--- src/rtl/button_conditioner_pkg.sv ---
// Shared types and constants for the push-button conditioner.
package button_pkg;

    typedef enum logic [1:0] {
        IDLE,
        PRESS_WAIT,
        PRESSED,
        RELEASE_WAIT
    } btn_state_t;

    localparam int BTN_SYNC_STAGES = 2;

endpackage

--- src/rtl/button_conditioner_sync_2ff.sv ---
// Single-bit synchroniser for the asynchronous button pad, cleared by the
// synchronous reset so a held button is re-detected after reset.
module sync_2ff
    import button_pkg::*;
(
    input  logic clk,
    input  logic rst,
    input  logic d_i,
    output logic q_o
);

    logic [BTN_SYNC_STAGES-1:0] sync_q;

    always_ff @(posedge clk) begin
        if (rst) begin
            sync_q <= '0;
        end else begin
            sync_q <= {sync_q[BTN_SYNC_STAGES-2:0], d_i};
        end
    end

    assign q_o = sync_q[BTN_SYNC_STAGES-1];

endmodule

--- src/rtl/button_conditioner.sv ---
// Debounced push-button conditioner: clean level plus one-cycle press/release
// pulses. Long-press pulse is built only when BTN_LONG_PRESS_EN is defined.
module button_conditioner
    import button_pkg::*;
#(
    parameter int DEBOUNCE_CYCLES = 50000,
    parameter int LONG_CYCLES     = 25000000
) (
    input  logic clk,
    input  logic rst,
    input  logic button_raw,
    output logic btn_level,
    output logic btn_press,
    output logic btn_release,
    output logic btn_long
);

    localparam int            CW      = $clog2(DEBOUNCE_CYCLES + 1);
    localparam logic [CW-1:0] CNT_MAX = CW'(DEBOUNCE_CYCLES);
    localparam logic [CW-1:0] CNT_ONE = CW'(1);

    if (DEBOUNCE_CYCLES < 1 || LONG_CYCLES < 1) begin : g_param_check
        $error("button_conditioner: DEBOUNCE_CYCLES and LONG_CYCLES must be >= 1");
    end

    logic       s2;
    btn_state_t state_q, state_d;
    logic [CW-1:0] cnt_q, cnt_d;
    logic level_q, level_d;
    logic press_q, press_d;
    logic release_q, release_d;

    sync_2ff u_sync (
        .clk (clk),
        .rst (rst),
        .d_i (button_raw),
        .q_o (s2)
    );

    always_comb begin
        state_d   = state_q;
        cnt_d     = cnt_q;
        level_d   = level_q;
        press_d   = 1'b0;
        release_d = 1'b0;
        case (state_q)
            IDLE: begin
                if (s2) begin
                    state_d = PRESS_WAIT;
                    cnt_d   = CNT_ONE;
                end
            end
            PRESS_WAIT: begin
                if (!s2) begin
                    state_d = IDLE;
                    cnt_d   = '0;
                end else if (cnt_q == CNT_MAX) begin
                    state_d = PRESSED;
                    cnt_d   = '0;
                    press_d = 1'b1;
                    level_d = 1'b1;
                end else begin
                    cnt_d = cnt_q + CNT_ONE;
                end
            end
            PRESSED: begin
                if (!s2) begin
                    state_d = RELEASE_WAIT;
                    cnt_d   = CNT_ONE;
                end
            end
            RELEASE_WAIT: begin
                if (s2) begin
                    state_d = PRESSED;
                    cnt_d   = '0;
                end else if (cnt_q == CNT_MAX) begin
                    state_d   = IDLE;
                    cnt_d     = '0;
                    release_d = 1'b1;
                    level_d   = 1'b0;
                end else begin
                    cnt_d = cnt_q + CNT_ONE;
                end
            end
            default: begin
                state_d = IDLE;
                cnt_d   = '0;
            end
        endcase
    end

    always_ff @(posedge clk) begin
        if (rst) begin
            state_q   <= IDLE;
            cnt_q     <= '0;
            level_q   <= 1'b0;
            press_q   <= 1'b0;
            release_q <= 1'b0;
        end else begin
            state_q   <= state_d;
            cnt_q     <= cnt_d;
            level_q   <= level_d;
            press_q   <= press_d;
            release_q <= release_d;
        end
    end

    assign btn_level   = level_q;
    assign btn_press   = press_q;
    assign btn_release = release_q;

`ifdef BTN_LONG_PRESS_EN
    localparam int            HW       = $clog2(LONG_CYCLES + 1);
    localparam logic [HW-1:0] HOLD_MAX = HW'(LONG_CYCLES);
    localparam logic [HW-1:0] HOLD_ONE = HW'(1);

    logic [HW-1:0] hold_q, hold_d;
    logic          long_q, long_d;

    // Saturating at HOLD_MAX guarantees a single pulse per press.
    always_comb begin
        hold_d = hold_q;
        long_d = 1'b0;
        if (press_d || state_d == IDLE) begin
            hold_d = '0;
        end else if (state_q == PRESSED || state_q == RELEASE_WAIT) begin
            if (hold_q != HOLD_MAX) begin
                hold_d = hold_q + HOLD_ONE;
                long_d = (hold_q == HOLD_MAX - HOLD_ONE);
            end
        end
    end

    always_ff @(posedge clk) begin
        if (rst) begin
            hold_q <= '0;
            long_q <= 1'b0;
        end else begin
            hold_q <= hold_d;
            long_q <= long_d;
        end
    end

    assign btn_long = long_q;
`else
    assign btn_long = 1'b0;
`endif

endmodule

--- config.mk ---
export PLATFORM = sky130hd
export DESIGN_NAME = button_conditioner
export DESIGN_NICKNAME = d
export VERILOG_FILES = /design/src/rtl/button_conditioner_pkg.sv /design/src/rtl/button_conditioner_sync_2ff.sv /design/src/rtl/button_conditioner.sv
export SDC_FILE = /design/constraint.sdc
export NUM_CORES = 1
export LEC_CHECK = 0
export ABC_CLOCK_PERIOD_IN_PS = 2000
export BUFFER_PORTS_ARGS = -buffer_cell sky130_fd_sc_hd__buf_4
export CAP_MARGIN = 20
export CORE_MARGIN = 5
export CORE_UTILIZATION = 58
export CTS_CLUSTER_DIAMETER = 40
export DETAILED_ROUTE_END_ITERATION = 8
export PLACE_DENSITY = 0.89
export RECOVER_POWER = 25
export SLEW_MARGIN = 25
export SYNTH_ARGS = -nofsm -noshare
export SYNTH_HDL_FRONTEND = slang
export SYNTH_SLANG_ARGS = --single-unit
--- constraint.sdc ---
create_clock -name clk -period 2 [get_ports clk]
set_input_delay 0 -clock clk [delete_from_list [all_inputs] [get_ports clk]]
set_output_delay 0 -clock clk [all_outputs]
set_load 0.05 [all_outputs]
==> results.toml <==
[cts]
clkTransAtPathRegs_ns = 0.14
cts-root-buf = "clkbuf_4"
cts_tree = "yes"
numCtsBuffers = 3
cts_max_path_buffers = 2
htree_levels = 1
cts_sinks = 23
insertion_delay_ns = 0.33

[critical_path]
r2r_end = "btn_level"
path_max_fanout = 5
crit_path_end_kind = "flip-flop"
path_cells = "or4_4, nor4_4, buf_4, nand2_2, mux2i_2, a21oi_1"
reg2reg_depth = 6
crit_family = "simple AND/OR/NAND/NOR gates"
rrSetupSlack_ns = 0.03
required_ns = 2.23
cp_slowest_cell = "or4_4"
r2r-start = "cnt_q[2]"
arrival_ns = 2.20
critPathKind = "reg2reg"
path_buf_inv = 1
cp-start-kind = "flip-flop"
cpPeakStageDelay_ns = 0.54

[sta]
hold_viol_final = 0
worstMarginPinSlew_ns = 0.600
relSlewSlack_pct = 60.2
clock.fmax_ghz = 0.508
period_minus_slack_ns = 1.97
fin_tns_setup_ns = 0
slew_viol_final = 0
fin_crit_sh_pct = 98.5
setup_viol = 0
finalClockSkew_ns = 0.0126

[floorplan]
die_x_um = 54.7
core_um2 = 1920
initial_utilization_pct = 60.2
dieHeight_um = 54.7
die-area_um2 = 2990
io_pins = 7
rows = 16

[global_routing]
grt_use_met1_pct = 21.2
top_usage_layer = "met2"
grt_use_met3_pct = 5.18
grtUsageMet2_pct = 33.1
grt_antenna_before_repair = 0
grt_max_degree = 18
grt_pass1_wl_mm = 4.20
overflow = 0
grt_usage_pct = 19.4
grt_pass1_vias = 992

[worst_hold_path]
min_from = "rst"
holdPathStages = 3
min_path_type = "in2reg"

[layout]
final_common_cell = "dfxtp_1"
fillers = 151
final_nets = 150
layout-drive-gt1-share_pct = 22.9
final_cell_mix = "dfxtp_1, buf_4, nor2_1, a31oi_1, nand2_1"
syn_to_final_growth_pct = 16.8
diodes = 0
utilization_pct = 70.3

[yosys]
avgSynthCellArea_um2 = 9.33
synth_compound_area_share_pct = 18.5
synthesis.nets = 129
syn_inst = 124
yosys.area_share.simple_pct = 26.7
syn_area_um2 = 1160
ys_types = 41
synthAdderAreaFrac_pct = 2.16
synth_area_leader_cell = "dfxtp_1"
synth_area_leaders = "dfxtp_1, xor2_1, a31oi_1, nand2_1, nor2_1"
synth_seq_cells = 23
synth_top_family_by_area = "simple AND/OR/NAND/NOR gates"
synth_top_area_share_pct = 39.8
muxShareOfSynthArea_pct = 0.865
yosys_warnings = 0
synth_xor_area_share_pct = 6.05
ys_seq_area_share_pct = 39.8

[placed_design]
port-buffer-count = 5
dpl.hpwl_mm = 1.74
routabilityCongestion = 0.902

[route]
wl_mm = 2.80
remaining_drc_errors = 0
drt_iter0_drc = 35
ant_nets = 0
avgRoutedWirePerCell_um = 16.4
drt_pass1_iterations = 4
vias = 1060
avgViaCountPerCell = 6.20

[power]
leakagePower_nw = 0.499
peakVddDrop_mv = 0.554
p_per_area_nw_per_um2 = 559

[flow_run]
drv_cap = 0

[status]
status = "finished clean"
[cell families (layout without fill, tap and decap cells)]
kind of cell / count (synthesis) / in the layout
AND/OR/NAND/NOR: 50 / 50
AO/OA/AOI/OAI: 29 / 29
flip-flops: 23 / 23
buffers and inverters: 10 / 30
XOR/XNOR: 8 / 8
adder cells (fa/ha/maj): 2 / 2
other: 1 / 1
multiplexers: 1 / 1
[per-layer routing]
metal	wire, um	share of wire, %	vias up
li1	-	-	495
met2	1460	52	53
met1	1060	38	495
met5	0	0	-
met4	132	4.7	0
met3	152	5.4	17
[sequential cells by signal (all words and copies together), names as in the netlist, named ones only]
| signal | flops |
|---|---|
| btn_level | 1 |
| btn_press | 1 |
| btn_release | 1 |
| cnt_q | 16 |
| state_q | 1 |
| u_sync.sync_q | 2 |
[layout make-up]
cell class	count	area (um^2)	share of cell area, %
flip-flops and latches	23	464	34.4
clock inverters	1	7.51	0.556
repair buffers	23	169	12.5
multi-input cells	91	643	47.6
inverters	3	11.3	0.833
clock buffers	3	22.5	1.67
well taps	27	33.8	2.50
[synth_stat cells (all sizes together)]
cell type	n
dfxtp	23
or3b	1
and3	3
buf	3
a41oi	1
a22o	3
o21a	1
nand3	5
or2b	2
nand4	3
xnor2	2
a21oi	7
and4	2
or4	1
o32a	1
or3	1
nor3	4
ha	2
o2111ai	3
a31oi	9
nor2b	4
mux2i	1
nor2	9
and3b	2
inv	3
o21ai	4
nand2	9
xor2	6
nand4bb	1
clkbuf	4
nor3b	1
nor4	2
conb	1
[timing repair]
item / CTS / global route
setup endpoints to repair: 0 / 7
hold buffers: 3 / 0
buffers inserted: 0 / 7
resized for setup: 0 / 5
endpoints found under the hold margin: 8 / 0
[per-stage QoR]
stage / hold slack [ns] / cell area (um^2) / setup slack (ns) / cells / power (mW)
CTS: 0.439 / 1290 / 0.0130 / 164 / 0.757
global placement: 0.218 / 1230 / 0.175 / 157 / 0.528
finish: 0.449 / 1350 / 0.0308 / 171 / 0.755
global route: 0.459 / 1350 / -0.0609 / 171 / 0.785
detailed placement: 0.219 / 1230 / 0.0407 / 157 / 0.531
floorplan: 0.128 / 1160 / 0.239 / 124 / 0.515
[worst reg2reg max path, stage by stage (launching register included)]
cell	delay, ns
dfxtp_4	0.38
or4_4	0.54
nor4_4	0.33
buf_4	0.19
nand2_2	0.10
mux2i_2	0.23
a21oi_1	0.10
[how the worst max path moves through the flow]
stage / end / cells past startpoint / start
3_3_place_gp: cnt_q[15] / 5 / u_sync.sync_q[1]
3_5_place_dp: cnt_q[2] / 5 / u_sync.sync_q[1]
2_1_floorplan: cnt_q[8] / 7 / cnt_q[2]
4_1_cts: cnt_q[2] / 5 / u_sync.sync_q[1]
6_report: btn_level / 6 / cnt_q[2]
5_1_grt: btn_level / 6 / cnt_q[2]
[power by group]
part,leakage [nW],internal (mW),switching (mW)
logic,0.298,0.0223,0.0373
registers,0.187,0.462,0.00440
clock network,0.0139,0.0766,0.152
Note: power is estimated with default switching activity, not from simulation.
